[config.mk]
export PLATFORM = sky130hd
export DESIGN_NAME = stream_demux_n
export DESIGN_NICKNAME = d
export VERILOG_FILES = /design/src/rtl/stream_demux_pkg.sv /design/src/rtl/stream_demux_chan.sv /design/src/rtl/stream_demux_n.sv
export SDC_FILE = /design/constraint.sdc
export NUM_CORES = 1
export LEC_CHECK = 0
export BUFFER_PORTS_ARGS = -buffer_cell sky130_fd_sc_hd__clkbuf_2
export CORE_MARGIN = 3
export CORE_UTILIZATION = 35
export DETAILED_ROUTE_END_ITERATION = 8
export HOLD_SLACK_MARGIN = 0.12
export PLACE_DENSITY = 0.68
export SETUP_SLACK_MARGIN = 0.5
export SLEW_MARGIN = 0
export SYNTH_ARGS = -nofsm -noshare
export SYNTH_HDL_FRONTEND = slang
export SYNTH_HIERARCHICAL = 1
export SYNTH_SLANG_ARGS = --single-unit
[constraint.sdc]
create_clock -name clk -period 1.25 [get_ports clk]
set_input_delay 0.25 -clock clk [delete_from_list [all_inputs] [get_ports clk]]
set_output_delay 0.25 -clock clk [all_outputs]
set_load 0.01 [all_outputs]
[src/rtl/stream_demux_pkg.sv]
// Shared types and constants for the stream_demux_n block.
// Optional per-channel statistics: STREAM_DEMUX_STATS_EN.
package stream_demux_pkg;

  localparam int STAT_CNT_W = 16;
  localparam logic [STAT_CNT_W-1:0] STAT_CNT_MAX = '1;

  typedef enum logic {
    CH_EMPTY = 1'b0,
    CH_FULL  = 1'b1
  } chan_state_e;

endpackage

[src/rtl/stream_demux_chan.sv]
// One output channel: single-entry holding register with valid/ready.
// STREAM_DEMUX_STATS_EN adds a saturating handshake counter.
module stream_demux_chan
  import stream_demux_pkg::*;
#(
  parameter int WIDTH = 8
) (
  input  logic                  clk,
  input  logic                  rst_n,
  input  logic                  load_i,
  input  logic [WIDTH-1:0]      data_i,
  output logic                  valid_o,
  input  logic                  ready_i,
  output logic [WIDTH-1:0]      data_o,
  output logic [STAT_CNT_W-1:0] cnt_o
);

  chan_state_e      state_q, state_d;
  logic [WIDTH-1:0] data_q, data_d;
  logic             drain;

  assign drain   = (state_q == CH_FULL) && ready_i;
  assign valid_o = (state_q == CH_FULL);
  assign data_o  = data_q;

  // A load wins over a drain, so a same-cycle refill stays FULL.
  always_comb begin
    state_d = state_q;
    data_d  = data_q;
    if (load_i) begin
      state_d = CH_FULL;
      data_d  = data_i;
    end else if (drain) begin
      state_d = CH_EMPTY;
    end
  end

  always_ff @(posedge clk or negedge rst_n) begin
    if (!rst_n) begin
      state_q <= CH_EMPTY;
      data_q  <= '0;
    end else begin
      state_q <= state_d;
      data_q  <= data_d;
    end
  end

`ifdef STREAM_DEMUX_STATS_EN
  logic [STAT_CNT_W-1:0] cnt_q, cnt_d;

  always_comb begin
    cnt_d = cnt_q;
    if (drain && (cnt_q != STAT_CNT_MAX)) begin
      cnt_d = cnt_q + 1'b1;
    end
  end

  always_ff @(posedge clk or negedge rst_n) begin
    if (!rst_n) begin
      cnt_q <= '0;
    end else begin
      cnt_q <= cnt_d;
    end
  end

  assign cnt_o = cnt_q;
`else
  assign cnt_o = '0;
`endif

endmodule

[src/rtl/stream_demux_n.sv]
// 1:N valid/ready stream demux with a registered buffer per channel.
// Define STREAM_DEMUX_STATS_EN to enable per-channel transfer counters.
module stream_demux_n
  import stream_demux_pkg::*;
#(
  parameter  int WIDTH    = 8,
  parameter  int CHANNELS = 4,
  localparam int SEL_W    = $clog2(CHANNELS)
) (
  input  logic                           clk,
  input  logic                           rst_n,
  input  logic                           in_valid,
  output logic                           in_ready,
  input  logic [WIDTH-1:0]               in_data,
  input  logic [SEL_W-1:0]               in_sel,
  output logic [CHANNELS-1:0]            out_valid,
  input  logic [CHANNELS-1:0]            out_ready,
  output logic [CHANNELS*WIDTH-1:0]      out_data,
  output logic                           err_sel,
  output logic [CHANNELS*STAT_CNT_W-1:0] stat_cnt
);

  localparam int NSEL = 2 ** SEL_W;
  localparam logic [SEL_W:0] CH_LIM = CHANNELS[SEL_W:0];

  logic                sel_ok;
  logic                accept;
  logic [NSEL-1:0]     full_ext;
  logic [NSEL-1:0]     rdy_ext;
  logic [CHANNELS-1:0] load;
  logic                err_q, err_d;

  assign sel_ok = ({1'b0, in_sel} < CH_LIM);
  assign accept = in_valid && in_ready;

  // Padded to the full select range so an illegal select never
  // indexes past the channel vector.
  always_comb begin
    full_ext = '0;
    rdy_ext  = '0;
    full_ext[CHANNELS-1:0] = out_valid;
    rdy_ext[CHANNELS-1:0]  = out_ready;
    in_ready = 1'b1;
    if (sel_ok) begin
      in_ready = !full_ext[in_sel] || rdy_ext[in_sel];
    end
  end

  for (genvar k = 0; k < CHANNELS; k++) begin : g_ch
    assign load[k] = accept && sel_ok && (in_sel == SEL_W'(k));

    stream_demux_chan #(
      .WIDTH(WIDTH)
    ) u_chan (
      .clk    (clk),
      .rst_n  (rst_n),
      .load_i (load[k]),
      .data_i (in_data),
      .valid_o(out_valid[k]),
      .ready_i(out_ready[k]),
      .data_o (out_data[k*WIDTH +: WIDTH]),
      .cnt_o  (stat_cnt[k*STAT_CNT_W +: STAT_CNT_W])
    );
  end

  assign err_d = accept && !sel_ok;

  always_ff @(posedge clk or negedge rst_n) begin
    if (!rst_n) begin
      err_q <= 1'b0;
    end else begin
      err_q <= err_d;
    end
  end

  assign err_sel = err_q;

endmodule

* Yosys cells after proc, flatten, opt, wreduce, memory -nomap -nowiden *
Index checks and enable logic that the tools add are counted.

word-level totals
  input bits = 17
  logic and storage cells = 40
  flip-flop bits (word level) = 36
  output and inout port bits = 102

cells by class
  multiplexer cells = 12
  reductions and logical operators = 16
  equality and inequality tests = 3
  magnitude comparators = 1

operators by type and width
  cell                                                 number
  two-way mux 1 bit                                    10
  logical AND 1 bit                                    9
  nonzero test 2 bit                                   4
  binary-select mux 1 bit (select 2 bit)               2
  == test 2 bit (second input constant)                2
  < comparator 2 x 3 -> 1 bit (second input constant)  1
  == test 2 x 1 -> 1 bit (second input constant)       1
  logical NOT 2 bit                                    1
  logical NOT 1 bit                                    1
  logical OR 1 bit                                     1

* Logic depth before layout (Yosys ltp) *
  word-level depth = 7
  depth in mapped cells = 4

* By module *
The synthesis kept the hierarchy.

modules (own cells, without submodules)
  module             cells an instance  times used  area an instance (um^2)
  stream_demux_chan  37                 4           493.0
  stream_demux_n     11                 1           112.6

* Worst setup path before layout *
Ideal clock, no wire load.

  path kind = flip-flop to flip-flop
  from = register g_ch[0].u_chan.state_q
  to = register g_ch[0].u_chan.data_q[0]
  required time = 1125 ps
  path buffers = 1
  slack = -113 ps
  cell stages (with the launch flop) = 5
  library setup time = 125 ps
  arrival = 1238 ps
  cells stage by stage = dfrtp_1 > nand2b_1 > nor4bb_1 > buf_6 > mux2_4

on the way
  word-level cells in the longest chain between the ends = 6

ends and longest elaborated chain
  item                                     RTL line                 RTL
  start, declared                          stream_demux_chan.sv:18  chan_state_e state_q, state_d;
  start signal, assigned                   stream_demux_chan.sv:43  state_q <= state_d;
  binary-select mux 1 bit (select 2 bit)   stream_demux_n.sv:45     in_ready = !full_ext[in_sel] || rdy_ext[in_sel];
  two-way mux 1 bit (not written as such)  stream_demux_n.sv:45
  logical NOT 1 bit                        stream_demux_n.sv:45
  logical OR 1 bit                         stream_demux_n.sv:45
  logical AND 1 bit                        stream_demux_n.sv:34     assign accept = in_valid && in_ready;
  logical AND 1 bit                        stream_demux_n.sv:50     assign load[k] = accept && sel_ok && (in_sel == SEL_W'(k));
  net load[0]                              stream_demux_n.sv:30     logic [CHANNELS-1:0] load;
  end signal, assigned                     stream_demux_chan.sv:44  data_q <= data_d;
  end, declared                            stream_demux_chan.sv:19  logic [WIDTH-1:0] data_q, data_d;

The timed path passes the listed nets, and every way through them passes these cells. The select of a mux whose other input is x is not followed.
A chain may end at the register's enable or synchronous reset.

* Worst setup path in the final report *
  from = register g_ch[3].u_chan.state_q
  to = output in_ready

on the way
  word-level cells in the longest chain between the ends = 4

ends and longest elaborated chain
  item                                     RTL line                 RTL
  start, declared                          stream_demux_chan.sv:18
  start signal, assigned                   stream_demux_chan.sv:43
  binary-select mux 1 bit (select 2 bit)   stream_demux_n.sv:45
  two-way mux 1 bit (not written as such)  stream_demux_n.sv:45
  logical NOT 1 bit                        stream_demux_n.sv:45
  logical OR 1 bit                         stream_demux_n.sv:45
  end, declared                            stream_demux_n.sv:13     output logic in_ready,

No other way between the ends. The select of a mux whose other input is x is not followed.

==> flow_results.xml <==
<?xml version="1.0" encoding="UTF-8"?>
<metrics>
  <group name="status">
    <metric name="run_status" unit="">finished with violations</metric>
    <metric name="violations" unit="">setup timing</metric>
  </group>
  <group name="logic_synthesis">
    <metric name="yosys-mux-area-fraction" unit="%">24.1</metric>
    <metric name="synth_top_cell_area_share" unit="%">43.2</metric>
    <metric name="synth-xor-area-share" unit="%">0</metric>
    <metric name="post_synth_instance_area" unit="um2">2080</metric>
    <metric name="synth-compound-area-share" unit="%">1.68</metric>
    <metric name="ys_seq_elements" unit="">36</metric>
    <metric name="ys_warn_count" unit="">6</metric>
    <metric name="netlist.top_cell.by_area" unit="">sky130_fd_sc_hd__dfrtp_1</metric>
    <metric name="largest_family_of_logic_cells_by_synthesized_area" unit="">buffers and inverters</metric>
    <metric name="adder_cell_share_of_the_synthesized_area" unit="%">0</metric>
    <metric name="post_synth_inst_count" unit="">159</metric>
    <metric name="synth_area_per_cell" unit="um2">13.1</metric>
    <metric name="ys_seq_area_share" unit="%">43.2</metric>
    <metric name="synth_area_leaders" unit="">sky130_fd_sc_hd__dfrtp_1, sky130_fd_sc_hd__buf_4, sky130_fd_sc_hd__mux2_4</metric>
    <metric name="synth-simple-area-share" unit="%">3.78</metric>
    <metric name="synth.distinct_cells" unit="">13</metric>
  </group>
  <group name="floorplan">
    <metric name="floorplan.core_area" unit="um2">5640</metric>
    <metric name="design.die.area" unit="um2">6920</metric>
    <metric name="row_cnt" unit="">27</metric>
    <metric name="die_height" unit="um">83.2</metric>
    <metric name="floorplan.io_pins" unit="">119</metric>
    <metric name="chipWidth" unit="um">83.2</metric>
    <metric name="starting_utilization_of_the_core_area" unit="%">36.9</metric>
  </group>
  <group name="placed_design">
    <metric name="gp_congestion" unit="">0.698</metric>
    <metric name="cell_area_placed" unit="um2">2280</metric>
    <metric name="place_inst" unit="">288</metric>
    <metric name="numPortBuffers" unit="">53</metric>
    <metric name="post-dp-hpwl" unit="um">2850</metric>
  </group>
  <group name="worst_hold_path">
    <metric name="hp-start" unit="">out_ready[3]</metric>
    <metric name="worst_hold_path_type" unit="">in2reg</metric>
    <metric name="worst_hold_path.endpoint" unit="">g_ch[3].u_chan/valid_o</metric>
    <metric name="hold_path_depth" unit="">3</metric>
  </group>
  <group name="sta">
    <metric name="unrepaired_setup_endpoints_after_global_routing" unit="">yes</metric>
    <metric name="final_period_demand_of_the_worst_path" unit="ns">1.60</metric>
    <metric name="setup_slack" unit="ns">-0.348</metric>
    <metric name="layout_worst_path_cycle_share" unit="%">128</metric>
    <metric name="fmax" unit="MHz">626</metric>
    <metric name="report.final.slew_viol_count" unit="">0</metric>
    <metric name="report.final.hold_viol_count" unit="">0</metric>
    <metric name="report.final.setup_viol" unit="">37</metric>
    <metric name="worst_clock_skew" unit="ns">0.00917</metric>
  </group>
  <group name="critical_path">
    <metric name="critical_path_required" unit="ns">1.00</metric>
    <metric name="crit_arrival" unit="ns">1.35</metric>
    <metric name="r2r_end" unit="">g_ch[0].u_chan/data_o[1]</metric>
    <metric name="r2r_cells" unit="">4</metric>
    <metric name="crit_type" unit="">reg2out</metric>
    <metric name="worst_setup_path_end_kind" unit="">output port</metric>
    <metric name="crit_slowest_cell" unit="">sky130_fd_sc_hd__mux4_2</metric>
    <metric name="worstReg2RegStart" unit="">g_ch[0].u_chan/valid_o</metric>
    <metric name="crit_path_max_incr_delay" unit="ns">0.46</metric>
    <metric name="critical_path.startpoint_type" unit="">flip-flop</metric>
    <metric name="worst-path-max-fanout" unit="">2</metric>
    <metric name="critical_path_cell_by_cell" unit="">nand2b_4 &gt; mux4_2 &gt; clkbuf_2</metric>
    <metric name="reg2reg_slack" unit="ns">-0.11</metric>
  </group>
  <group name="pwr">
    <metric name="total_leakage_power" unit="nW">1.55</metric>
    <metric name="post-layout-total-power" unit="mW">3.94</metric>
    <metric name="vdd_drop_max" unit="V">0.000675</metric>
    <metric name="pwr_density_cell" unit="nW/um2">1410</metric>
  </group>
  <group name="routing">
    <metric name="wire_per_inst" unit="um">12.3</metric>
    <metric name="firstDrtPassIters" unit="">4</metric>
    <metric name="final_routed_drc_violation_total" unit="">0</metric>
    <metric name="number_of_drc_markers_in_iteration_0" unit="">19</metric>
    <metric name="via_count" unit="">1291</metric>
    <metric name="via_per_inst" unit="">3.81</metric>
    <metric name="drt-total-wl" unit="um">4160</metric>
    <metric name="final_antenna_net_count" unit="">0</metric>
  </group>
  <group name="global_routing">
    <metric name="first_global_vias" unit="">1227</metric>
    <metric name="grt-ovfl-total" unit="">0</metric>
    <metric name="globalRouteTotalUtil" unit="%">11.6</metric>
    <metric name="first_pass_grt_wire_length" unit="um">6310</metric>
    <metric name="antenna_found_initial" unit="">0</metric>
    <metric name="grt_max_degree" unit="">37</metric>
  </group>
  <group name="cells_and_area">
    <metric name="mostFrequentLayoutCell" unit="">sky130_fd_sc_hd__conb_1</metric>
    <metric name="post_layout_nonfiller_instances" unit="">339</metric>
    <metric name="diodes" unit="">0</metric>
    <metric name="layout-area-overhead-vs-synth" unit="%">34.2</metric>
    <metric name="layout_common_cells" unit="">sky130_fd_sc_hd__conb_1, sky130_fd_sc_hd__buf_4, sky130_fd_sc_hd__dfrtp_1, sky130_fd_sc_hd__mux2_4, sky130_fd_sc_hd__buf_2</metric>
    <metric name="finish.instance_area" unit="um2">2800</metric>
    <metric name="drive_gt1_share" unit="%">59.2</metric>
    <metric name="layout.nets" unit="">283</metric>
  </group>
  <group name="cts">
    <metric name="clock_path_buffers" unit="">2</metric>
    <metric name="cts.reportedPaths.clkPinSlew" unit="ns">0.08</metric>
    <metric name="cts_num_sinks" unit="">36</metric>
    <metric name="cts_made_buffers" unit="">5</metric>
    <metric name="worst_skew_pair.late_latency" unit="ns">0.29</metric>
    <metric name="root_buffer" unit="">sky130_fd_sc_hd__clkbuf_8</metric>
    <metric name="cts_tree" unit="">built</metric>
    <metric name="htree_levels" unit="">2</metric>
  </group>
  <group name="job">
    <metric name="cap_viol_max_count" unit="">0</metric>
  </group>
</metrics>
==> layer usage <==
layer	vias to the layer above	global-route usage, %	wire [um]
met5	-	0	0
met3	5	3.37	349
met4	0	5.35	74
li1	601	-	-
met2	69	18.4	2010
met1	616	14.5	1730
==> how the worst max path moves through the flow <==
stage | start | to | slack [ns]
2_1_floorplan | g_ch[0].u_chan/valid_o | g_ch[0].u_chan/data_o[0] | -0.04
3_3_place_gp | out_ready[0] | in_ready | -0.10
3_5_place_dp | out_ready[0] | in_ready | -0.10
4_1_cts | g_ch[3].u_chan/valid_o | in_ready | -0.38
5_1_grt | g_ch[3].u_chan/valid_o | in_ready | -0.39
6_report | g_ch[3].u_chan/valid_o | in_ready | -0.35
==> sequential cells by signal, indices dropped and copies added (netlist names) <==
register and flops:
g_ch.u_chan/valid_o 4, g_ch.u_chan/data_o 32
==> area by class of cell <==
| cell class | instances | area, um2 |
|---|---|---|
| fill | 518 | 2840 |
| multi-input combinational | 110 | 878 |
| timing repair buffer | 109 | 802 |
| tap | 72 | 90.1 |
| sequential | 36 | 901 |
| inverter | 4 | 15.0 |
| clock buffer | 5 | 68.8 |
| clock inverter | 3 | 42.5 |
==> per-stage QoR <==
step	setup slack [ns]	hold WS [ns]	TNS (ns)	util (%)
after floorplan	-0.0430	-0.0456	-0.566	-
final	-0.348	0.216	-2.61	49.6
after global routing	-0.389	0.220	-4.28	49.6
after detailed placement	-0.104	0.234	-1.97	40.5
after CTS	-0.377	0.206	-3.01	46.8
after global placement	-0.102	0.234	-1.58	40.5
==> power by group <==
part | leakage [nW] | switching [mW] | internal (mW)
clock network | 0.0541 | 0.423 | 0.590
registers | 0.432 | 0.125 | 1.39
logic | 1.06 | 0.534 | 0.871
total | 1.55 | 1.08 | 2.85
==> synthesized netlist by cell type <==
cell and number:
sky130_fd_sc_hd__dfrtp_1 36, sky130_fd_sc_hd__buf_4 65, sky130_fd_sc_hd__nor4bb_1 1, sky130_fd_sc_hd__buf_6 4
sky130_fd_sc_hd__and4b_1 2, sky130_fd_sc_hd__a21o_2 4, sky130_fd_sc_hd__mux2_4 32, sky130_fd_sc_hd__inv_1 4
sky130_fd_sc_hd__and4_1 1, sky130_fd_sc_hd__conb_1 5, sky130_fd_sc_hd__nand2b_4 2, sky130_fd_sc_hd__mux4_2 1
sky130_fd_sc_hd__nand2b_1 2
==> logic make-up after synthesis <==
kind of cell | after synthesis
mux | 33
buf+inv | 73
other cells | 5
compound gates | 4
simple gates | 8
flops | 36
==> timing repair <==
action / 4_1_cts / 5_1_grt
buffers inserted: 26 / 16
pin swaps: 0 / 0
hold buffers: 1 / 0
resized for setup: 11 / 42
endpoints found under the hold margin: 36 / 0
endpoints found under the setup margin: 73 / 73
==> critical path: cells and delay by family, from the launching register on <==
| family | cells | cell delay [ns] |
|---|---|---|
| flip-flops | 1 | 0.39 |
| multiplexers | 1 | 0.46 |
| buffers and inverters | 1 | 0.14 |
| AND/OR/NAND/NOR | 1 | 0.06 |
Power figures use the tool's default switching activity.
